`src/rtl/regfile_pkg.sv`:
```
// Shared types and constants for the register-file initiator and its ALU.
package regfile_pkg;
  localparam int NUM_REGS = 32;
  localparam int ADDR_W   = $clog2(NUM_REGS);

  typedef enum logic [2:0] {
    OP_ADD  = 3'b000,
    OP_SUB  = 3'b001,
    OP_AND  = 3'b010,
    OP_OR   = 3'b011,
    OP_XOR  = 3'b100,
    OP_SLT  = 3'b101,
    OP_ADDI = 3'b110,
    OP_LI   = 3'b111
  } op_t;

  typedef enum logic [1:0] {
    IDLE = 2'd0,
    READ = 2'd1,
    EXEC = 2'd2,
    WB   = 2'd3
  } state_t;
endpackage

```
`src/rtl/regfile_ctrl_alu.sv`:
```
// Combinational ALU shared by the multicycle controller and the pipelined datapath.
module rf_alu
  import regfile_pkg::*;
#(
  parameter int DATAWIDTH = 32
) (
  input  op_t                  op_i,
  input  logic [DATAWIDTH-1:0] a_i,
  input  logic [DATAWIDTH-1:0] b_i,
  input  logic [DATAWIDTH-1:0] imm_i,
  output logic [DATAWIDTH-1:0] result_o
);

  always_comb begin
    result_o = '0;
    case (op_i)
      OP_ADD:  result_o = a_i + b_i;
      OP_SUB:  result_o = a_i - b_i;
      OP_AND:  result_o = a_i & b_i;
      OP_OR:   result_o = a_i | b_i;
      OP_XOR:  result_o = a_i ^ b_i;
      OP_SLT:  result_o = {{(DATAWIDTH-1){1'b0}}, ($signed(a_i) < $signed(b_i))};
      OP_ADDI: result_o = a_i + imm_i;
      OP_LI:   result_o = imm_i;
      default: result_o = '0;
    endcase
  end

endmodule

```
`src/rtl/regfile_ctrl.sv`:
```
// Multicycle initiator for the 32-entry register file: IDLE -> READ -> EXEC -> WB.
// Optional macro RF_ZERO_REG_EN makes register 0 a hardwired zero.
module regfile_ctrl
  import regfile_pkg::*;
#(
  parameter int DATAWIDTH = 32
) (
  input  logic                 clk,
  input  logic                 resetn,
  input  logic                 req_valid,
  output logic                 req_ready,
  input  logic [2:0]           req_op,
  input  logic [ADDR_W-1:0]    req_rs1,
  input  logic [ADDR_W-1:0]    req_rs2,
  input  logic [ADDR_W-1:0]    req_rd,
  input  logic [DATAWIDTH-1:0] req_imm,
  output logic [ADDR_W-1:0]    readReg1,
  output logic [ADDR_W-1:0]    readReg2,
  input  logic [DATAWIDTH-1:0] readData1,
  input  logic [DATAWIDTH-1:0] readData2,
  output logic [ADDR_W-1:0]    writeReg,
  output logic [DATAWIDTH-1:0] writeData,
  output logic                 write,
  output logic                 rsp_valid,
  output logic [DATAWIDTH-1:0] rsp_data
);

  state_t                state_q, state_d;
  op_t                   op_q;
  logic [ADDR_W-1:0]     rs1_q, rs2_q, rd_q;
  logic [DATAWIDTH-1:0]  imm_q, result_q;
  logic [DATAWIDTH-1:0]  opa, opb, alu_res;
  logic                  hs, wr_ok;

  assign hs = req_valid && (state_q == IDLE);

  always_comb begin
    state_d = state_q;
    case (state_q)
      IDLE:    if (hs) state_d = READ;
      READ:    state_d = EXEC;
      EXEC:    state_d = WB;
      WB:      state_d = IDLE;
      default: state_d = IDLE;
    endcase
  end

  always_ff @(posedge clk or negedge resetn) begin
    if (!resetn) begin
      state_q  <= IDLE;
      op_q     <= OP_ADD;
      rs1_q    <= '0;
      rs2_q    <= '0;
      rd_q     <= '0;
      imm_q    <= '0;
      result_q <= '0;
    end else begin
      state_q <= state_d;
      if (hs) begin
        op_q  <= op_t'(req_op);
        rs1_q <= req_rs1;
        rs2_q <= req_rs2;
        rd_q  <= req_rd;
        imm_q <= req_imm;
      end
      // readData is valid only in EXEC, one cycle after READ presented the addresses
      if (state_q == EXEC) result_q <= alu_res;
    end
  end

`ifdef RF_ZERO_REG_EN
  assign opa   = (rs1_q == '0) ? '0 : readData1;
  assign opb   = (rs2_q == '0) ? '0 : readData2;
  assign wr_ok = (rd_q != '0);
`else
  assign opa   = readData1;
  assign opb   = readData2;
  assign wr_ok = 1'b1;
`endif

  rf_alu #(.DATAWIDTH(DATAWIDTH)) u_alu (
    .op_i    (op_q),
    .a_i     (opa),
    .b_i     (opb),
    .imm_i   (imm_q),
    .result_o(alu_res)
  );

  assign req_ready = (state_q == IDLE);
  assign readReg1  = rs1_q;
  assign readReg2  = rs2_q;
  assign writeReg  = rd_q;
  assign writeData = result_q;
  assign rsp_data  = result_q;
  assign rsp_valid = (state_q == WB);
  assign write     = (state_q == WB) && wr_ok;

endmodule

```
`config.mk`:
```
export PLATFORM = sky130hd
export DESIGN_NAME = regfile_ctrl
export DESIGN_NICKNAME = d
export VERILOG_FILES = /design/src/rtl/regfile_pkg.sv /design/src/rtl/regfile_ctrl_alu.sv /design/src/rtl/regfile_ctrl.sv
export SDC_FILE = /design/constraint.sdc
export NUM_CORES = 1
export LEC_CHECK = 0
export CORE_MARGIN = 4
export CORE_UTILIZATION = 30
export DETAILED_ROUTE_END_ITERATION = 8
export HOLD_SLACK_MARGIN = 0.05
export MAX_ROUTING_LAYER = met4
export PLACE_DENSITY = 0.56
export SYNTH_ARGS = -nofsm -noshare
export SYNTH_HDL_FRONTEND = slang
export SYNTH_SLANG_ARGS = --single-unit
export TNS_END_PERCENT = 5
```
`constraint.sdc`:
```
create_clock -name clk -period 6.7 [get_ports clk]
set_input_delay 2.01 -clock clk [delete_from_list [all_inputs] [get_ports clk]]
set_output_delay 2.01 -clock clk [all_outputs]
set_load 0.005 [all_outputs]
```
# After elaboration in Yosys (flattened, before gate mapping)
# Cells that the tools add are included.
# word_totals
mem_bits_ro	0
regBits	84
memories	0
wordCells	31
latch_bits	0
mem_bits_rw	0
input_bits	117
# op_classes
muxes	3
add_sub_neg	3
mul	0
n_lt_le_gt_ge	1
eq_ne	11
bitwise	3
shifts	0
n_div	0
n_reduce_logical	3
# op_table
cell	n
$pmux W32 S8	1
$add A32 B32 Y32	2
$and A32 B32 Y32	1
$lt A32 B32 Y1	1
$or A32 B32 Y32	1
$sub A32 B32 Y32	1
$xor A32 B32 Y32	1
$eq A3 B3 Y1 const B	4
$pmux W2 S4	1
$eq A3 B2 Y1 const B	2
$eq A2 B2 Y1 const B	2
$eq A3 B1 Y1 const B	1
$logic_not A3 Y1	1
$eq A2 B1 Y1 const B	1
$logic_not A2 Y1	1
$mux W2	1
$ne A2 B1 Y1 const B	1
$logic_and A1 B1 Y1	1

# Depth between registers and ports, before layout
# depth
ltp_word	4
depth_mapped	17

# Cells and area by module
# A second synthesis with hierarchy kept.
# hier_totals
hier_cells	1129
area_unflattened_um2	9745.6
# modules_own_cells
mod	instances	area_each_um2	cells_per_inst
rf_alu	1	6309.8	909
regfile_ctrl	1	3435.8	220

# Least setup slack after synthesis
# OpenSTA, ideal clock, no wires.
# synth_timing
path_kind	input-to-reg
start	in readData2[8]
end	reg result_q[29] (netlist: rsp_data[29])
required_time_ns	6.616
path_slack_ns	2.301
setup_ns	0.084
path_buffers	0
cell_stages	10
arrival_ns	4.315
path_cell_list	mux2_2 ha_1 a21o_1 a31o_1 a22oi_2 a21oi_2 a311oi_2 o41ai_1 or4b_1 a41oi_2
# synth_between
elab_chain_cells	2
word_cells_on_any_way	3
# synth_lines
element	line	text
start: declaration	regfile_ctrl.sv:20	input logic [DATAWIDTH-1:0] readData2,
$sub A32 B32 Y32 or $add A32 B32 Y32 (tied branches)	regfile_ctrl_alu.sv:18, regfile_ctrl_alu.sv:17	
$pmux W32 S8 *	regfile_ctrl_alu.sv:16	case (op_i)
end signal: assignment	regfile_ctrl.sv:67	if (state_q == EXEC) result_q <= alu_res;
end: declaration	regfile_ctrl.sv:31	logic [DATAWIDTH-1:0] imm_q, result_q;
# Every way passes the cells marked *; elsewhere a longest branch is shown, timed or not.
# A chain may end at the register's enable or synchronous reset.

# Worst setup path in the final report
# layout_timing
start	in readData2[0]
end	reg result_q[30] (netlist: rsp_data[30])
# Same word-level chain as after synthesis.

==> summary.md <==
| Metric | Value |
|---|---|
| Status | completed |
| Die area | 35,900 um^2 |
| Yosys warns | 0 |
| Max Root-Sink Buffers | 2 |
| Drt via density | 5.44 |
| WP data arrival | 5.36 ns |
| CP Class | in -> reg |
| Met3 wire length | 2.76 mm |
| Final setup fails | 0 |
| # resized after CTS | 0 |
| Max_slew headroom | 0.328 |
| Layout Skew | 0.0104 ns |
| Initial drt markers | 814 |
| RePlAce Congestion | 0.994 |
| Most common cell after layout, fill and taps aside | clkdlybuf4s50_1 |
| Root Driver | clkbuf_16 |
| Synth unique cells | 98 |
| Final Worst Setup Slack | 1.65 ns |
| Antenna diode count | 0 |
| RSZ-0062 raised after global routing | false |
| Worst-margin pin slew | 1.01 ns |
| Total gr overflow | 0 |
| Post-layout minimum cycle time | 5.05 ns |
| WP data required | 7.01 ns |
| Layout cells sized above 1 | 0.113 |
| Starting Density | 0.304 |
| CTS Buf Count | 9 |
| Largest net degree at the start of global routing | 54 |
| Final nets | 1,585 |
| Synthesized flop and latch total | 84 |
| Clock Latency Late Sink | 0.37 ns |
| Cell area power density | 384 nW/um^2 |
| DP Wirelength | 29.9 mm |
| Tot Pwr | 4740 uW |
| Final hold vios | 0 |
| Critical path cell sequence | clkdlybuf4s50_1 -> mux2_2 -> ha_1 -> inv_1 -> fa_1 -> nor2b_1 -> o31a_1 -> o311ai_2 -> nand3_1 -> a31oi_2 -> o21ai_1 -> a31oi_1 -> mux2i_1 -> o22a_1 |
| Input/output buffers | 198 |
| Leading post-synthesis cells by cell area | dfrtp_1, ha_1, mux2_2 |
| Initial antenna violation count | 1 |
| DR top layer | met4 |
| Metal1 wirelength | 18.1 mm |
| Area share of the largest cell type after synthesis | 0.213 |
| Slew Limit Fails | 0 |
| Post-synthesis sequential area ratio | 0.213 |
| Routed Antenna Nets | 0 |
| DRT Pass-1 Iters | 5 |
| Max cap viols | 0 |
| Crit path max fanout | 5 |
| Gr usage total | 0.211 |
| Fraction of registers with async set/reset | 1.00 |
| Largest area contributor in the netlist | dfrtp_1 |
| Slowest-stage cell, CP | clkdlybuf4s50_1 |
| Site row count | 66 |
| Primary FF master, synth | dfrtp_1 |
| Hold slack final | 0.504 ns |
| Maximum vdd drop | 0.161 mV |
| Worst Setup End Kind | flip-flop |
| CTS Hold Bufs | 0 |
| Fin util | 0.380 |
| Post-Syn Nets | 1,449 |
| LEAKAGE | 0.00528 uW |
| CTS tree | built |
| EDFF count, synth | 0 |
| Layout area overhead | 25.1% |
| CTS clk-pin slew, worst paths | 0.08 ns |
| Via count | 9,692 |
| Tcrit/Tclk final | 0.753 |
| CP startpoint kind | primary input |
| Setup TNS Final | 0 ns |
| Avg Cell Area, Syn | 8.23 um^2 |
| Post-route DRC | 0 |
| Final Routed Wirelength | 37.8 mm |
| CORE AREA | 32,500 um^2 |
| Post-synth design cell area | 9880 um^2 |
| Die width | 189 um |
| Post-Synthesis Cells | 1,200 |
| CP max stage delay | 0.47 ns |
| First-pass GRT wire length | 56.9 mm |
| I/O Pins | 199 |
| # fillers | 3,390 |
| H-tree levels | 3 |
| Commonest cells after routing, fill and taps aside | clkdlybuf4s50_1, ha_1, inv_1 |
| FMAX | 198 MHz |
| Min-Delay Path Class | reg -> reg |
| WL met2 | 15.9 mm |
| Drt wl/cell | 21.2 um |
| Die Span Y | 189 um |
| Setup WS pre-CTS | 1.31 ns |
| Clk sinks | 84 |
| Number of global-route vias before repair | 9,217 |
| Setup Buffers After CTS | 0 |
## final timing paths
check	endpoint	slack, ns	startpoint	cells after the start
max reg2reg	rsp_data[29]$_DFFE_PN0P_	2.28	op_q[2]$_DFFE_PN0P_	15
min	readReg2[2]$_DFFE_PN0P_	0.50	readReg2[2]$_DFFE_PN0P_	1
max in group asynchronous	op_q[1]$_DFFE_PN0P_	3.99	resetn	2
max	rsp_data[30]$_DFFE_PN0P_	1.65	readData2[0]	14
min reg2reg	readReg2[2]$_DFFE_PN0P_	0.50	readReg2[2]$_DFFE_PN0P_	1
min in group asynchronous	imm_q[28]$_DFFE_PN0P_	1.65	resetn	1
## routing by layer
layer,global-route usage,vias up
met3,0.0326,56
met4,0.0623,0
met5,-,-
li1,-,4546
met1,0.308,4688
met2,0.301,402
## area by class of cell
type | instances | area, um^2 | share of cell area
timing repair buffer | 219 | 2140 | 0.173
sequential | 84 | 2100 | 0.170
clock buffer | 10 | 229 | 0.0185
clock inverter | 6 | 88.8 | 0.00719
multi-input combinational | 917 | 6860 | 0.555
tap | 442 | 553 | 0.0447
inverter | 105 | 394 | 0.0319
## state kept, by name, indices dropped and copies added (netlist names)
| name | cells |
|---|---|
| writeReg | 5 |
| op_q | 3 |
| rsp_data | 32 |
| imm_q | 32 |
| readReg2 | 5 |
| state_q | 2 |
| readReg1 | 5 |
## cell usage after synthesis, types with 4 or more instances
library cell,count
a21o_1,14
nand3_1,18
buf_4,36
inv_1,102
dfrtp_1,84
o21ai_0,83
o41ai_1,5
buf_6,4
a21boi_0,5
o211ai_1,6
nand2b_1,12
a221o_1,4
and3_1,6
a31oi_1,16
ha_1,130
a22o_1,7
o22ai_1,8
o2111ai_1,4
nor4_1,9
o21ai_1,9
clkbuf_1,34
nor2_1,96
mux2i_1,7
xnor2_1,26
o21a_1,8
o31a_1,5
o31ai_1,5
nand4_1,6
mux2_2,84
nand2_1,92
a22oi_1,10
xor2_1,13
o221ai_1,11
nor3_1,16
buf_1,12
a211oi_1,13
o21bai_1,7
a21oi_1,83
nor2b_1,17
buf_2,6
a221oi_1,10
## stage by stage
| step | cell area [um^2] | cells |
|---|---|---|
| 2_1_floorplan | 9880 | 1200 |
| 3_3_place_gp | 12000 | 1767 |
| 3_5_place_dp | 12000 | 1767 |
| 4_1_cts | 12400 | 1783 |
| 5_1_grt | 12400 | 1783 |
| 6_report | 12400 | 1783 |
## power by group
| group | switching (uW) | leakage (uW) | internal (uW) |
|---|---|---|---|
| Clock | 245 | 0.000149 | 327 |
| Combinational | 1720 | 0.00416 | 1420 |
| Sequential | 257 | 0.000975 | 774 |
| Total | 2220 | 0.00528 | 2520 |
## kinds of logic (layout without fill, tap and decap cells)
group / after synthesis / count (layout) / share of synthesized area
buffers and inverters: 199 / 340 / 0.0940
AO/OA/AOI/OAI: 358 / 358 / 0.243
adder cells (fa/ha/maj): 133 / 133 / 0.170
AND/OR/NAND/NOR: 295 / 295 / 0.141
XOR/XNOR: 39 / 39 / 0.0346
multiplexers: 92 / 92 / 0.105
flip-flops: 84 / 84 / 0.213
## worst max-delay path: cells and delay by family
family          cells  cell delay (ns)
mux                 2             0.50
compound gates      6             1.45
buf+inv             2             0.58
simple gates        2             0.30
fa+ha+maj           2             0.50
(Power assumes the default switching activity.)
